`config.mk`:
```
export PLATFORM = sky130hd
export DESIGN_NAME = host_wb_master
export DESIGN_NICKNAME = d
export VERILOG_FILES = /design/src/rtl/host_wb_master_pkg.sv /design/src/rtl/host_wb_master.sv
export SDC_FILE = /design/constraint.sdc
export NUM_CORES = 1
export LEC_CHECK = 0
export ABC_AREA = 1
export CAP_MARGIN = 20
export CORE_MARGIN = 5
export CORE_UTILIZATION = 53
export CTS_CLUSTER_DIAMETER = 80
export DETAILED_ROUTE_END_ITERATION = 8
export PLACE_DENSITY = 0.94
export SLEW_MARGIN = 20
export SYNTH_ARGS = -nofsm -noshare
export SYNTH_HDL_FRONTEND = slang
export SYNTH_SLANG_ARGS = --single-unit
export TNS_END_PERCENT = 5
```
`constraint.sdc`:
```
create_clock -name CLK -period 4 [get_ports CLK]
set_input_delay 0.6 -clock CLK [delete_from_list [all_inputs] [get_ports CLK]]
set_output_delay 0.6 -clock CLK [all_outputs]
set_load 0.005 [all_outputs]
```
`src/rtl/host_wb_master_pkg.sv`:
```
// host_wb_master_pkg: opcodes, status bytes and FSM encoding shared by host_wb_master.
package host_wb_master_pkg;
  localparam logic [7:0] OP_WRITE   = 8'h57;
  localparam logic [7:0] OP_READ    = 8'h52;
  localparam logic [7:0] ST_OK      = 8'h06;
  localparam logic [7:0] ST_ERR     = 8'h15;
  localparam logic [7:0] ST_BADOP   = 8'h3F;
  localparam logic [7:0] ST_TIMEOUT = 8'h54;
  typedef enum logic [2:0] {
    S_IDLE,
    S_ADDR,
    S_DATA,
    S_REQ,
    S_WAIT,
    S_RSP_STAT,
    S_RSP_DATA
  } state_t;
endpackage

```
`src/rtl/host_wb_master.sv`:
```
// host_wb_master: byte-stream command engine mastering a pipelined Wishbone slave port.
// Defining WB_TIMEOUT_EN adds a bus watchdog that answers 0x54 after TIMEOUT_CYCLES.
module host_wb_master
  import host_wb_master_pkg::*;
#(
  parameter int ADDR_WIDTH     = 32,
  parameter int DATA_WIDTH     = 8,
  parameter int TIMEOUT_CYCLES = 255
) (
  input  logic                  CLK,
  input  logic                  RST,
  input  logic [7:0]            RX_DATA,
  input  logic                  RX_VALID,
  output logic                  RX_READY,
  output logic [7:0]            TX_DATA,
  output logic                  TX_VALID,
  input  logic                  TX_READY,
  output logic                  CYC,
  output logic                  STB,
  output logic                  WE,
  output logic [ADDR_WIDTH-1:0] ADDR,
  output logic [DATA_WIDTH-1:0] WDATA,
  output logic                  SEL,
  input  logic                  STALL,
  input  logic                  ACK,
  input  logic [DATA_WIDTH-1:0] RDATA,
  input  logic                  ERR,
  output logic                  BUSY
);
  localparam int NB = ADDR_WIDTH / 8;
  if (ADDR_WIDTH % 8 != 0 || DATA_WIDTH != 8 || TIMEOUT_CYCLES < 1) begin : g_bad_param
    $error("host_wb_master: unsupported parameter set");
  end
  state_t state_q, state_d;
  logic                  we_q, we_d;
  logic [ADDR_WIDTH-1:0] addr_q, addr_d;
  logic [DATA_WIDTH-1:0] data_q, data_d;
  logic [7:0]            tx_q, tx_d;
  logic [7:0]            cnt_q, cnt_d;
  logic                  rx_fire, bus_done, tmo_hit, rd_ok;
  assign rx_fire  = RX_VALID && RX_READY;
  assign bus_done = (state_q == S_WAIT || (state_q == S_REQ && !STALL)) && (ACK || ERR);
  // only a successful read leaves ST_OK pending with WE clear
  assign rd_ok    = !we_q && tx_q == ST_OK;
`ifdef WB_TIMEOUT_EN
  localparam int TW = $clog2(TIMEOUT_CYCLES + 1) > 8 ? $clog2(TIMEOUT_CYCLES + 1) : 8;
  logic [TW-1:0] tmo_q, tmo_d;
  always_comb tmo_d = (state_q == S_REQ || state_q == S_WAIT) ? tmo_q + 1'b1 : '0;
  assign tmo_hit = tmo_q == TW'(TIMEOUT_CYCLES - 1);
  always_ff @(posedge CLK or posedge RST)
    if (RST) tmo_q <= '0;
    else tmo_q <= tmo_d;
`else
  assign tmo_hit = 1'b0;
`endif
  always_ff @(posedge CLK or posedge RST)
    if (RST) state_q <= S_IDLE;
    else state_q <= state_d;
  always_ff @(posedge CLK or posedge RST)
    if (RST) begin
      we_q   <= 1'b0;
      addr_q <= '0;
      data_q <= '0;
      tx_q   <= '0;
      cnt_q  <= '0;
    end else begin
      we_q   <= we_d;
      addr_q <= addr_d;
      data_q <= data_d;
      tx_q   <= tx_d;
      cnt_q  <= cnt_d;
    end
  always_comb begin
    state_d = state_q;
    we_d    = we_q;
    addr_d  = addr_q;
    data_d  = data_q;
    tx_d    = tx_q;
    cnt_d   = cnt_q;
    case (state_q)
      S_IDLE:
        if (rx_fire) begin
          if (RX_DATA == OP_WRITE || RX_DATA == OP_READ) begin
            we_d    = RX_DATA == OP_WRITE;
            cnt_d   = '0;
            state_d = S_ADDR;
          end else begin
            tx_d    = ST_BADOP;
            state_d = S_RSP_STAT;
          end
        end
      S_ADDR:
        if (rx_fire) begin
          addr_d = ADDR_WIDTH'({addr_q, RX_DATA});
          cnt_d  = cnt_q + 1'b1;
          if (cnt_q == 8'(NB - 1)) state_d = we_q ? S_DATA : S_REQ;
        end
      S_DATA:
        if (rx_fire) begin
          data_d  = RX_DATA;
          state_d = S_REQ;
        end
      S_REQ, S_WAIT:
        if (bus_done) begin
          tx_d    = ERR ? ST_ERR : ST_OK;
          data_d  = (!ERR && !we_q) ? RDATA : data_q;
          state_d = S_RSP_STAT;
        end else if (tmo_hit) begin
          tx_d    = ST_TIMEOUT;
          state_d = S_RSP_STAT;
        end else if (state_q == S_REQ && !STALL) begin
          state_d = S_WAIT;
        end
      S_RSP_STAT:
        if (TX_READY) begin
          tx_d    = rd_ok ? data_q : tx_q;
          state_d = rd_ok ? S_RSP_DATA : S_IDLE;
        end
      S_RSP_DATA:
        if (TX_READY) state_d = S_IDLE;
      default: state_d = S_IDLE;
    endcase
  end
  always_comb begin
    RX_READY = !RST && (state_q == S_IDLE || state_q == S_ADDR || state_q == S_DATA);
    TX_VALID = state_q == S_RSP_STAT || state_q == S_RSP_DATA;
    TX_DATA  = tx_q;
    CYC      = state_q == S_REQ || state_q == S_WAIT;
    STB      = state_q == S_REQ;
    SEL      = state_q == S_REQ;
    WE       = (state_q == S_REQ || state_q == S_WAIT) && we_q;
    ADDR     = addr_q;
    WDATA    = data_q;
    BUSY     = state_q != S_IDLE;
  end
endmodule

```
== After elaboration in Yosys (flattened, before gate mapping) ==
Cells that the tools add are included.
Storage, ports and cells
  register bits after elaboration: 60
  latch bits: 0
  bits in writable memories: 0
  memory bits (read-only): 0
  output and inout port bits: 55
  word-level logic and storage cells: 86
  memories: 0
Operators by class
  $add $sub $neg: 1
  multiply operators: 0
  divide/modulo/power cells: 0
  $lt $le $gt $ge: 0
  eq/ne operators: 22
  shift operators: 0
  multiplexer cells: 27
  bitwise operators: 0
  reduce and logical (&&, ||, !) cells: 30
Operators with widths (number)
  2-to-1 mux 8 bit: 11
  one-hot mux 8 bit (2 select lines): 2
  2-to-1 mux 3 bit: 10
  one-hot mux 8 bit (3 select lines): 1
  inequality test 2 bit, second input constant: 11
  one-hot mux 3 bit (6 select lines): 1
  equality test 8 x 7 -> 1 bit, second input constant: 2
  equality test 3 bit, second input constant: 3
  adder 8 x 1 -> 8 bit, second input constant: 1
  equality test 8 x 2 -> 1 bit, second input constant: 1
  equality test 8 x 3 -> 1 bit, second input constant: 1
  AND reduction 4 bit: 2
  logical AND 1 bit: 7
  logical OR 1 bit: 7
  AND reduction 7 bit: 1
  equality test 3 x 2 -> 1 bit, second input constant: 2
  AND reduction 6 bit: 1
  nonzero test 3 bit: 2
  2-to-1 mux 5 bit: 1
  logical NOT 1 bit: 4
  nonzero test 2 bit: 2
  equality test 3 x 1 -> 1 bit, second input constant: 1
  logical NOT 3 bit: 1
  inequality test 3 bit, second input constant: 1
  other kinds (4): 4

== Longest topological paths before layout ==
Gate-level depths: netlist (run 1).
  depth in word-level cells: 7
  mapped depth: 10
  mapped depth without buffers: 10

== Worst setup path before layout (run 1) ==
Ideal clock, no wire load.
  path kind: input port to flip-flop
  start point: input port RST
  end point: register tx_q[0], in the netlist TX_DATA[0]
  library setup time: 0.117 ns
  data arrival time: 2.897 ns
  slack: 0.987 ns
  stages on the path: 8
  path through: inv_1 > nand4_2 > nand2_1 > nand2_1 > nor2_4 > nand2_4 > nand2_1 > nand2_1
Between the ends
  longest elaborated chain between the ends: 5
RTL lines
  start: declaration: RTL line host_wb_master.sv:11  | input logic RST,
  logical NOT 1 bit: RTL line host_wb_master.sv:125  | RX_READY = !RST && (state_q == S_IDLE || state_q == S_ADDR || state_q == S_DATA);
  logical AND 1 bit: RTL line host_wb_master.sv:125
  logical AND 1 bit: RTL line host_wb_master.sv:41  | assign rx_fire = RX_VALID && RX_READY;
  inequality test 2 bit (no line)
  AND reduction 6 bit (no line)
  end signal: assignment: RTL line host_wb_master.sv:70  | tx_q <= tx_d;
  end: declaration: RTL line host_wb_master.sv:38  | logic [7:0] tx_q, tx_d;
Every way passes these cells.
A chain may end at the register's enable or synchronous reset.

== Worst setup path after layout (run 1) ==
  start point: register state_q[2]
  end point: output port CYC
Between the ends
  longest elaborated chain between the ends: 2
  elaborated cells between the ends (all ways): 3
RTL lines
  start: declaration: RTL line host_wb_master.sv:34  | state_t state_q, state_d;
  start signal: assignment: RTL line host_wb_master.sv:58  | else state_q <= state_d;
  equality test 3 x 2 -> 1 bit or equality test 3 bit (tied branches): RTL line host_wb_master.sv:128  | CYC = state_q == S_REQ || state_q == S_WAIT;
  logical OR 1 bit *: RTL line host_wb_master.sv:128
  end: declaration: RTL line host_wb_master.sv:18  | output logic CYC,
Every way passes the cells marked *; elsewhere a longest branch is shown, timed or not.

==> results of run 1 <==
-- cell families (layout without fill, tap and decap cells) --
| family | count (synthesis) | count (layout) | synth area share |
|---|---|---|---|
| AOI/OAI and AO/OA | 62 | 62 | 0.124 |
| xor gates and xnor gates | 1 | 1 | 0.00285 |
| adders and majority gates | 1 | 1 | 0.00408 |
| buffers and inverters | 60 | 143 | 0.0848 |
| DFF | 60 | 60 | 0.489 |
| and+or+nand+nor | 212 | 212 | 0.296 |
-- critical path: stages (launching register included) --
cell	delay, ns
dfrtp_1	0.51
inv_2	0.22
nand2_1	0.11
nand2_2	0.33
clkdlybuf4s50_1	0.59
-- synth_stat cells, drive strengths merged --
library cell    n  share of area
xnor2           1         0.0029
dfrtp          60           0.49
nor3b           1         0.0024
o21ai          48          0.088
o21a            8          0.020
o21bai          1         0.0024
nor2           31          0.048
nor3            4         0.0065
a21oi           3         0.0086
nand3          25          0.042
or2             2         0.0041
inv            49          0.060
ha              1         0.0041
o211ai          1         0.0024
nand4           4          0.010
a21o            1         0.0024
buf            11          0.025
nand2         145           0.18
-- per-stage QoR --
| stage | hold WS (ns) | std cells | instance area [um2] |
|---|---|---|---|
| floorplan | 0.453 | 396 | 3070 |
| global placement | 0.466 | 535 | 3860 |
| detailed placement | 0.462 | 535 | 3860 |
| CTS | 0.480 | 551 | 4060 |
| global route | 0.513 | 551 | 4060 |
| finish | 0.481 | 551 | 4060 |
-- routing by layer --
metal / global-route usage / vias to the layer above / part of all wire
met4: 0.115 / 0 / 0.024
li1: - / 1405 / -
met5: 0 / - / 0
met3: 0.0567 / 17 / 0.064
met2: 0.411 / 92 / 0.52
met1: 0.262 / 1336 / 0.39
-- power breakdown --
| group | internal (mW) | total, mW | switching, mW |
|---|---|---|---|
| registers | 0.881 | 1.10 | 0.218 |
| logic | 0.789 | 1.66 | 0.869 |
| clock network | 0.304 | 0.541 | 0.237 |
-- final cells by class --
class                           instances  area share
Sequential cell                        60       0.370
Multi-Input combinational cell        276       0.322
Timing Repair Buffer                   78       0.192
Inverter                               49      0.0454
Clock buffer                           12      0.0358
Tap cell                               72      0.0222
Clock inverter                          4      0.0120
-- sequential cells by signal (all words and copies together) (netlist names) --
signal,count
ADDR,32
TX_DATA,8
WDATA,8
cnt_q,8
state_q,3
we_q,1
-- worst max path at each step --
stage	from	endpoint	slack, ns	cells after the start
detailed placement	RST	cnt_q[6]	1.21	8
global placement	RX_VALID	cnt_q[6]	1.34	6
finish	state_q[2]	CYC	1.28	4
CTS	state_q[2]	CYC	1.31	4
floorplan	RST	TX_DATA[0]	0.99	8
global route	state_q[0]	CYC	1.17	4
==> run_results.csv, run 1 <==
group,metric,value,unit
hold_path,whs_path_depth,2,
cts,htree_num_levels,3,
timing,maxSlewViolCount,0,
timing,tightest_slew,0.743,ns
hold_path,hold_start,"ADDR[25]",
finish,final_core_util,0.727,
finish,n_fill_cell,398,
finish,regArea,1500,um2
cts,cts_tree,"done",
yosys,synth_nets,420,
routing,drtPass1Iterations,5,
worst_setup_path,worstPathMaxFanout,21,
yosys,ys_seq_elements,60,
finish,drive_above_1_share,0.0877,
hold_path,hp-class,"reg -> reg",
worst_setup_path,r2r_start,"state_q[2]",
timing,setup_violations,0,
job,max_cap_violations,0,
worst_setup_path,cp.arrival,2.12,ns
yosys,synthDistinctLibCells,29,
die,fp-row-count,27,
timing,fin_skew,0.00853,ns
global_routing,antenna_found_initial,0,
worst_setup_path,crit_path_end_kind,"output pin",
finish,final_cell_mix,"nand2_1, clkdlybuf4s50_1, dfrtp_1",
die,io-pin-count,78,
hold_path,holdPathEnd,"ADDR[25]",
timing,grt_setup_unrepaired,"no",
die,die_height,86.1,um
cts,clock-root-buffer,"clkbuf_8",
placement,port_buffers,77,
timing,setup_ws,1.28,ns
finish,diodes,0,
cts,hold_buffers,0,
global_routing,grt_max_degree,61,
worst_setup_path,rr_worst_depth,7,
worst_setup_path,rr_endpoint,"cnt_q[6]",
die,dieWidth,86.1,um
power_and_ir_drop,p_leak,1.97,nW
worst_setup_path,crit_required,3.40,ns
die,start_util,0.551,
global_routing,grt_remaining_overflow,0,
cts,clock_latency,0.35,ns
timing,slew_headroom,0.505,
placement,gp_congestion,0.865,
power_and_ir_drop,total_power,3.30,mW
timing,post-route-min-period,2.72,ns
finish,area_growth,32.1,%
timing,max_freq,368,MHz
power_and_ir_drop,ir_drop,0.000512,V
finish,layout_commonest_cell,"nand2_1",
routing,vias,2850,
die,die_area,7410,um2
status,status,"finished clean",
cts,cts_sinks,60,
worst_setup_path,r2r_slack,1.55,ns
placement,dpl_worst_slack,1.21,ns
routing,via_per_inst,5.17,
global_routing,grtUsageTotal,0.234,
timing,fin_crit_sh,0.679,
routing,drt_iter0_markers,255,
global_routing,grt_pass1_vias,2944,
cts,cts_max_path_buffers,2,
yosys,avgSynthCellArea,7.75,um2
finish,multi_input_area,1310,um2
die,fp.coreArea,5570,um2
routing,drcViolationCount,0,
worst_setup_path,worstSetupStartpointType,"flop",
routing,wl,7990,um
worst_setup_path,crit_type,"reg -> out",
timing,finalHoldViolCount,0,
global_routing,grt_pass1_wl,13500,um
cts,post-cts-setup-buffer-count,0,
yosys,ys.warnings.count,0,
yosys,synthCells,396,
routing,ant_nets,0,
cts,clk_pin_slew,0.07,ns
routing,detail_route.wl_per_cell,14.5,um
placement,dp_hpwl,5850,um
power_and_ir_drop,powerDensity,813,nW/um2
cts,cts_inserted_buffers,9,
cts,cts_resized,0,
yosys,synthesis.area,3070,um2
finish,finish.net_count,498,
timing,finalSetupTns,0,ns
yosys,ys_seq_area_frac,0.489,
Power figures use the tool's default switching activity.
==> inputs of run 2 (changes only) <==
CORE_UTILIZATION = 49   (was 53)
PLACE_DENSITY = 0.88   (was 0.94)
clock period = 2.7 ns   (was 4 ns; I/O delays follow)
==> run 2 against run 1 <==
Clock skew hardly changed; critical path depth is 1 higher; global-route usage shrank 1.6 points; hold slack gained 0.0090 ns; final cell count grew 0.73%; sequential share of layout area is 0.10 points higher; setup slack lost 0.93 ns; core utilization fell by 5.2 points; die area rose by 7.2%; largest cell class unchanged; count of clock-buffer cells in the layout decreased by 2; largest power group unchanged.
==> run_results.csv, run 2 (same netlist as run 1, synthesis figures left out) <==
group,metric,value,unit
placement,gp_congestion,0.817,
finish,diodes,0,
finish,drive_above_1_share,0.0917,
cts,clock-root-buffer,"clkbuf_8",
routing,drtPass1Iterations,6,
worst_setup_path,crit_type,"reg -> out",
timing,hold_ws,0.490,ns
timing,post-route-min-period,2.34,ns
global_routing,grt_max_degree,50,
finish,area_growth,31.8,%
die,fp-row-count,28,
worst_setup_path,cp_common_cell,"nand2_1",
finish,multi_input_area,1310,um2
routing,via_per_inst,5.12,
cts,htree_num_levels,3,
cts,cts_max_path_buffers,2,
routing,drcViolationCount,0,
hold_path,hp-class,"reg -> reg",
timing,setup_violations,0,
timing,fin_crit_sh,0.868,
routing,ant_nets,0,
global_routing,grt_pass1_vias,2822,
worst_setup_path,cp_cell_sequence,"inv_2, nand2_1, nand2_1, nor2_1, clkdlybuf4s50_1",
routing,wl,7560,um
timing,finalSetupTns,0,ns
finish,largest_register_ffs,32,
timing,finalHoldViolCount,0,
routing,drt_iter0_markers,184,
power_and_ir_drop,ir_drop,0.000703,V
cts,post-cts-setup-buffer-count,0,
worst_setup_path,crit_required,2.30,ns
power_and_ir_drop,p_leak,1.96,nW
finish,regArea,1500,um2
routing,vias,2842,
cts,clock_latency,0.34,ns
job,max_cap_violations,0,
die,start_util,0.512,
placement,dp_hpwl,5660,um
worst_setup_path,worstSetupStartpointType,"flop",
global_routing,antenna_found_initial,0,
cts,cts_inserted_buffers,9,
cts,clk_pin_slew,0.07,ns
die,dieWidth,89.1,um
die,io-pin-count,78,
worst_setup_path,cp.arrival,1.94,ns
timing,fin_skew,0.00901,ns
timing,tightest_slew,0.612,ns
worst_setup_path,worstPathMaxFanout,10,
power_and_ir_drop,powerDensity,1170,nW/um2
finish,final_core_util,0.675,
worst_setup_path,crit_family,"buffers and inverters",
finish,layout_commonest_cell,"nand2_1",
timing,maxSlewViolCount,0,
worst_setup_path,crit_path_end_kind,"output pin",
worst_setup_path,max_stage_delay,0.56,ns
die,fp.coreArea,5990,um2
placement,port_buffers,77,
global_routing,grtUsageTotal,0.218,
cts,cts_sinks,60,
die,die_height,89.1,um
cts,cts_tree,"done",
worst_setup_path,critical-path-slowest-cell,"dfrtp_1",
routing,detail_route.wl_per_cell,13.6,um
global_routing,grt_pass1_wl,13300,um
finish,n_fill_cell,468,
global_routing,grt_remaining_overflow,0,
worst_setup_path,cp_num_buf_inv,2,
timing,grt_setup_unrepaired,"no",
finish,final_cell_mix,"nand2_1, clkdlybuf4s50_1, dfrtp_1",
cts,hold_buffers,0,
die,die_area,7950,um2
status,status,"finished clean",
cts,cts_resized,0,
timing,slew_headroom,0.592,
timing,max_freq,427,MHz
finish,finish.net_count,502,
[run 2: cell types whose count changed in the layout (fill, tap and decap cells not counted)]
cell        change
clkinvlp_4      +2
buf_4           +4
clkbuf_1        -1
clkbuf_8        -1
clkinv_4        -1
inv_2           -1
bufinv_16       -1
[run 2: worst register-to-register path: stages, from the launching register on]
cell and delay [ns]:
dfrtp_1 0.56, inv_2 0.17, nand2_1 0.12, nand2_1 0.13
o21bai_1 0.18, nand3_2 0.32, nand2_1 0.18, o21ai_2 0.07
[run 2: cell type report]
cell class / instances / area share
inverters: 49 / 0.0464
well taps: 75 / 0.0232
multi-input cells: 276 / 0.323
clock inverters: 3 / 0.00433
clock buffers: 10 / 0.0316
repair buffers: 82 / 0.200
flip-flops and latches: 60 / 0.371
[run 2: power breakdown]
part           internal, mW  switching [mW]  leakage, nW  total (mW)
sequential             1.30           0.327        0.755        1.63
clock                 0.314           0.331       0.0739       0.645
combinational          1.19            1.26         1.13        2.44
total                  2.80            1.91         1.96        4.72
[run 2: path summary, 6_finish.rpt]
kind                             from          to  slack [ns]  cells past startpoint
setup / recovery           state_q[2]          WE        0.36                      5
hold / removal               ADDR[24]    ADDR[24]        0.49                      2
setup reg to reg           state_q[2]    WDATA[6]        0.86                      7
hold reg to reg              ADDR[24]    ADDR[24]        0.49                      2
max in group asynchronous         RST        we_q        1.56                      3
min in group asynchronous         RST  TX_DATA[4]        0.54                      3
[run 2: layer usage]
layer  wire length (um)  part of all wire  GRT usage  vias to the layer above
met4                178             0.024     0.0839                        0
li1                   -                 -          -                     1413
met5                  0                 0          0                        -
met3                424             0.056     0.0645                       13
met1               3070              0.41      0.272                     1333
met2               3890              0.51      0.358                       83
[run 2: stage by stage]
stage | area, um2 | power [mW] | std cells | setup slack [ns]
6_report | 4040 | 4.72 | 555 | 0.357
5_1_grt | 4040 | 5.15 | 555 | 0.203
4_1_cts | 4040 | 4.75 | 555 | 0.346
3_5_place_dp | 3900 | 4.08 | 542 | 0.580
3_3_place_gp | 3900 | 3.98 | 542 | 0.588
2_1_floorplan | 3070 | 2.99 | 396 | 0.357
==> edit (flow settings as in run 2) <==
`addr_q`, `data_q` and `tx_q` no longer have a reset.
--- a/src/rtl/host_wb_master.sv
+++ b/src/rtl/host_wb_master.sv
@@ -59,17 +59,17 @@
   always_ff @(posedge CLK or posedge RST)
     if (RST) begin
       we_q   <= 1'b0;
-      addr_q <= '0;
-      data_q <= '0;
-      tx_q   <= '0;
       cnt_q  <= '0;
     end else begin
       we_q   <= we_d;
-      addr_q <= addr_d;
-      data_q <= data_d;
-      tx_q   <= tx_d;
       cnt_q  <= cnt_d;
     end
+
+  always_ff @(posedge CLK) begin
+    addr_q <= addr_d;
+    data_q <= data_d;
+    tx_q   <= tx_d;
+  end
   always_comb begin
     state_d = state_q;
     we_d    = we_q;
Formal check against the unedited RTL: differs if RST is asserted again (counterexample within 4 cycles, from zero or initial values and one cycle with RST high); with RST held inactive, the same outputs for 10 cycles.
==> edit against run 2 <==
Worst setup slack got worse by 0.11 ns. Cell area decreased by 6.2%. Clock power increased by 32%. Routed wire length decreased by 17%. Fmax decreased by 4.5%. Sequential cell count unchanged. Sequential share of layout area increased by 8.8 points. Critical path depth increased by 1. Area after synthesis decreased by 11%. Non-clock buffer count decreased by 2. Total power decreased by 24%. Clock skew about the same.
==> edit: results (changes against run 2) <==
* run status: completed, unchanged
* maximum number of pins on one net before global-route repair: 35, was 50
* combinational power: 1.32 mW, was 2.44 mW
* Hold Slack: 0.449 ns, was 0.490 ns
* capturing instance or port of the critical path: TX_VALID, was WE
* instance area at placement: 3590 µm², was 3900 µm²
* worst-path maximum fanout: 8, was 10
* slowest cell on the critical path: sky130_fd_sc_hd__clkdlybuf4s50_1, was sky130_fd_sc_hd__dfrtp_1
* XOR/XNOR share of the synthesized area: 0.967%, was 0.285%
* post-detailed-route wirelength per cell: 14.3 µm, was 13.6 µm
* placed wire-length estimate: 4840 µm, was 5660 µm
* share of final-layout standard cells stronger than drive strength 1: 8.97%, was 9.17%
* flop2flop setup slack: 0.71 ns, was 0.86 ns
* number of nets in the final layout: 387, was 502
* net switching share of the total power: 34.1%, was 40.6%
* synth top area cells: sky130_fd_sc_hd__edfxtp_1 53%, sky130_fd_sc_hd__nand2_1 11%, sky130_fd_sc_hd__dfrtp_1 11%, was sky130_fd_sc_hd__dfrtp_1 49%, sky130_fd_sc_hd__nand2_1 17%, sky130_fd_sc_hd__inv_1 5.4%
* launching element of the worst setup path: state_q[1], was state_q[2]
* startpoint of the most critical hold path: ADDR[20], was ADDR[24]
* final setup skew: 0.00893 ns, was 0.00901 ns
* detailed-route wire length on metal 1: 2650 µm, was 3070 µm
* most instantiated cells after synthesis: 83 x sky130_fd_sc_hd__nand2_1, 48 x sky130_fd_sc_hd__edfxtp_1, 31 x sky130_fd_sc_hd__inv_1, 31 x sky130_fd_sc_hd__nor2_1, 25 x sky130_fd_sc_hd__nand3_1, was 141 x sky130_fd_sc_hd__nand2_1, 60 x sky130_fd_sc_hd__dfrtp_1, 44 x sky130_fd_sc_hd__inv_1
* register area share after synthesis: 64.1%, was 48.9%
* DP Cell Count: 424, was 542
* compound-gate portion of the synthesized area: 3.78%, was 12.4%
* vias after detailed routing: 2,132, was 2,842
* number of synthesized flops with an enable pin: 48, was 0
* Final Instance Count excl. Fillers: 440, was 555
[edit: cell count changes in the layout (fill, tap and decap cells not counted), sizes merged, moves of 2 or more]
| cell | run 2 | this run |
|---|---|---|
| clkinvlp | 2 | 0 |
| nor3 | 4 | 2 |
| edfxtp | 0 | 48 |
| inv | 48 | 36 |
| buf | 5 | 3 |
| nor2 | 31 | 37 |
| nand2 | 145 | 84 |
| bufinv | 0 | 2 |
| dfrtp | 60 | 12 |
| o21a | 8 | 0 |
| o21ai | 48 | 12 |
| xor2 | 0 | 2 |
[edit: final cells by class]
cell class              count  area (µm²)
flip-flops and latches     60        1740
fillers                   391        1650
multi-input cells         176         813
repair buffers             80         806
inverters                  36         135
clock buffers              11         131
well taps                  72        90.1
clock inverters             5        76.3
[edit: per-layer routing]
metal  vias to the layer above  GRT usage [%]
li1                       1080              -
met1                       981           22.7
met2                        67           31.5
met3                         4           3.53
met4                         0           9.50
met5                         -              0
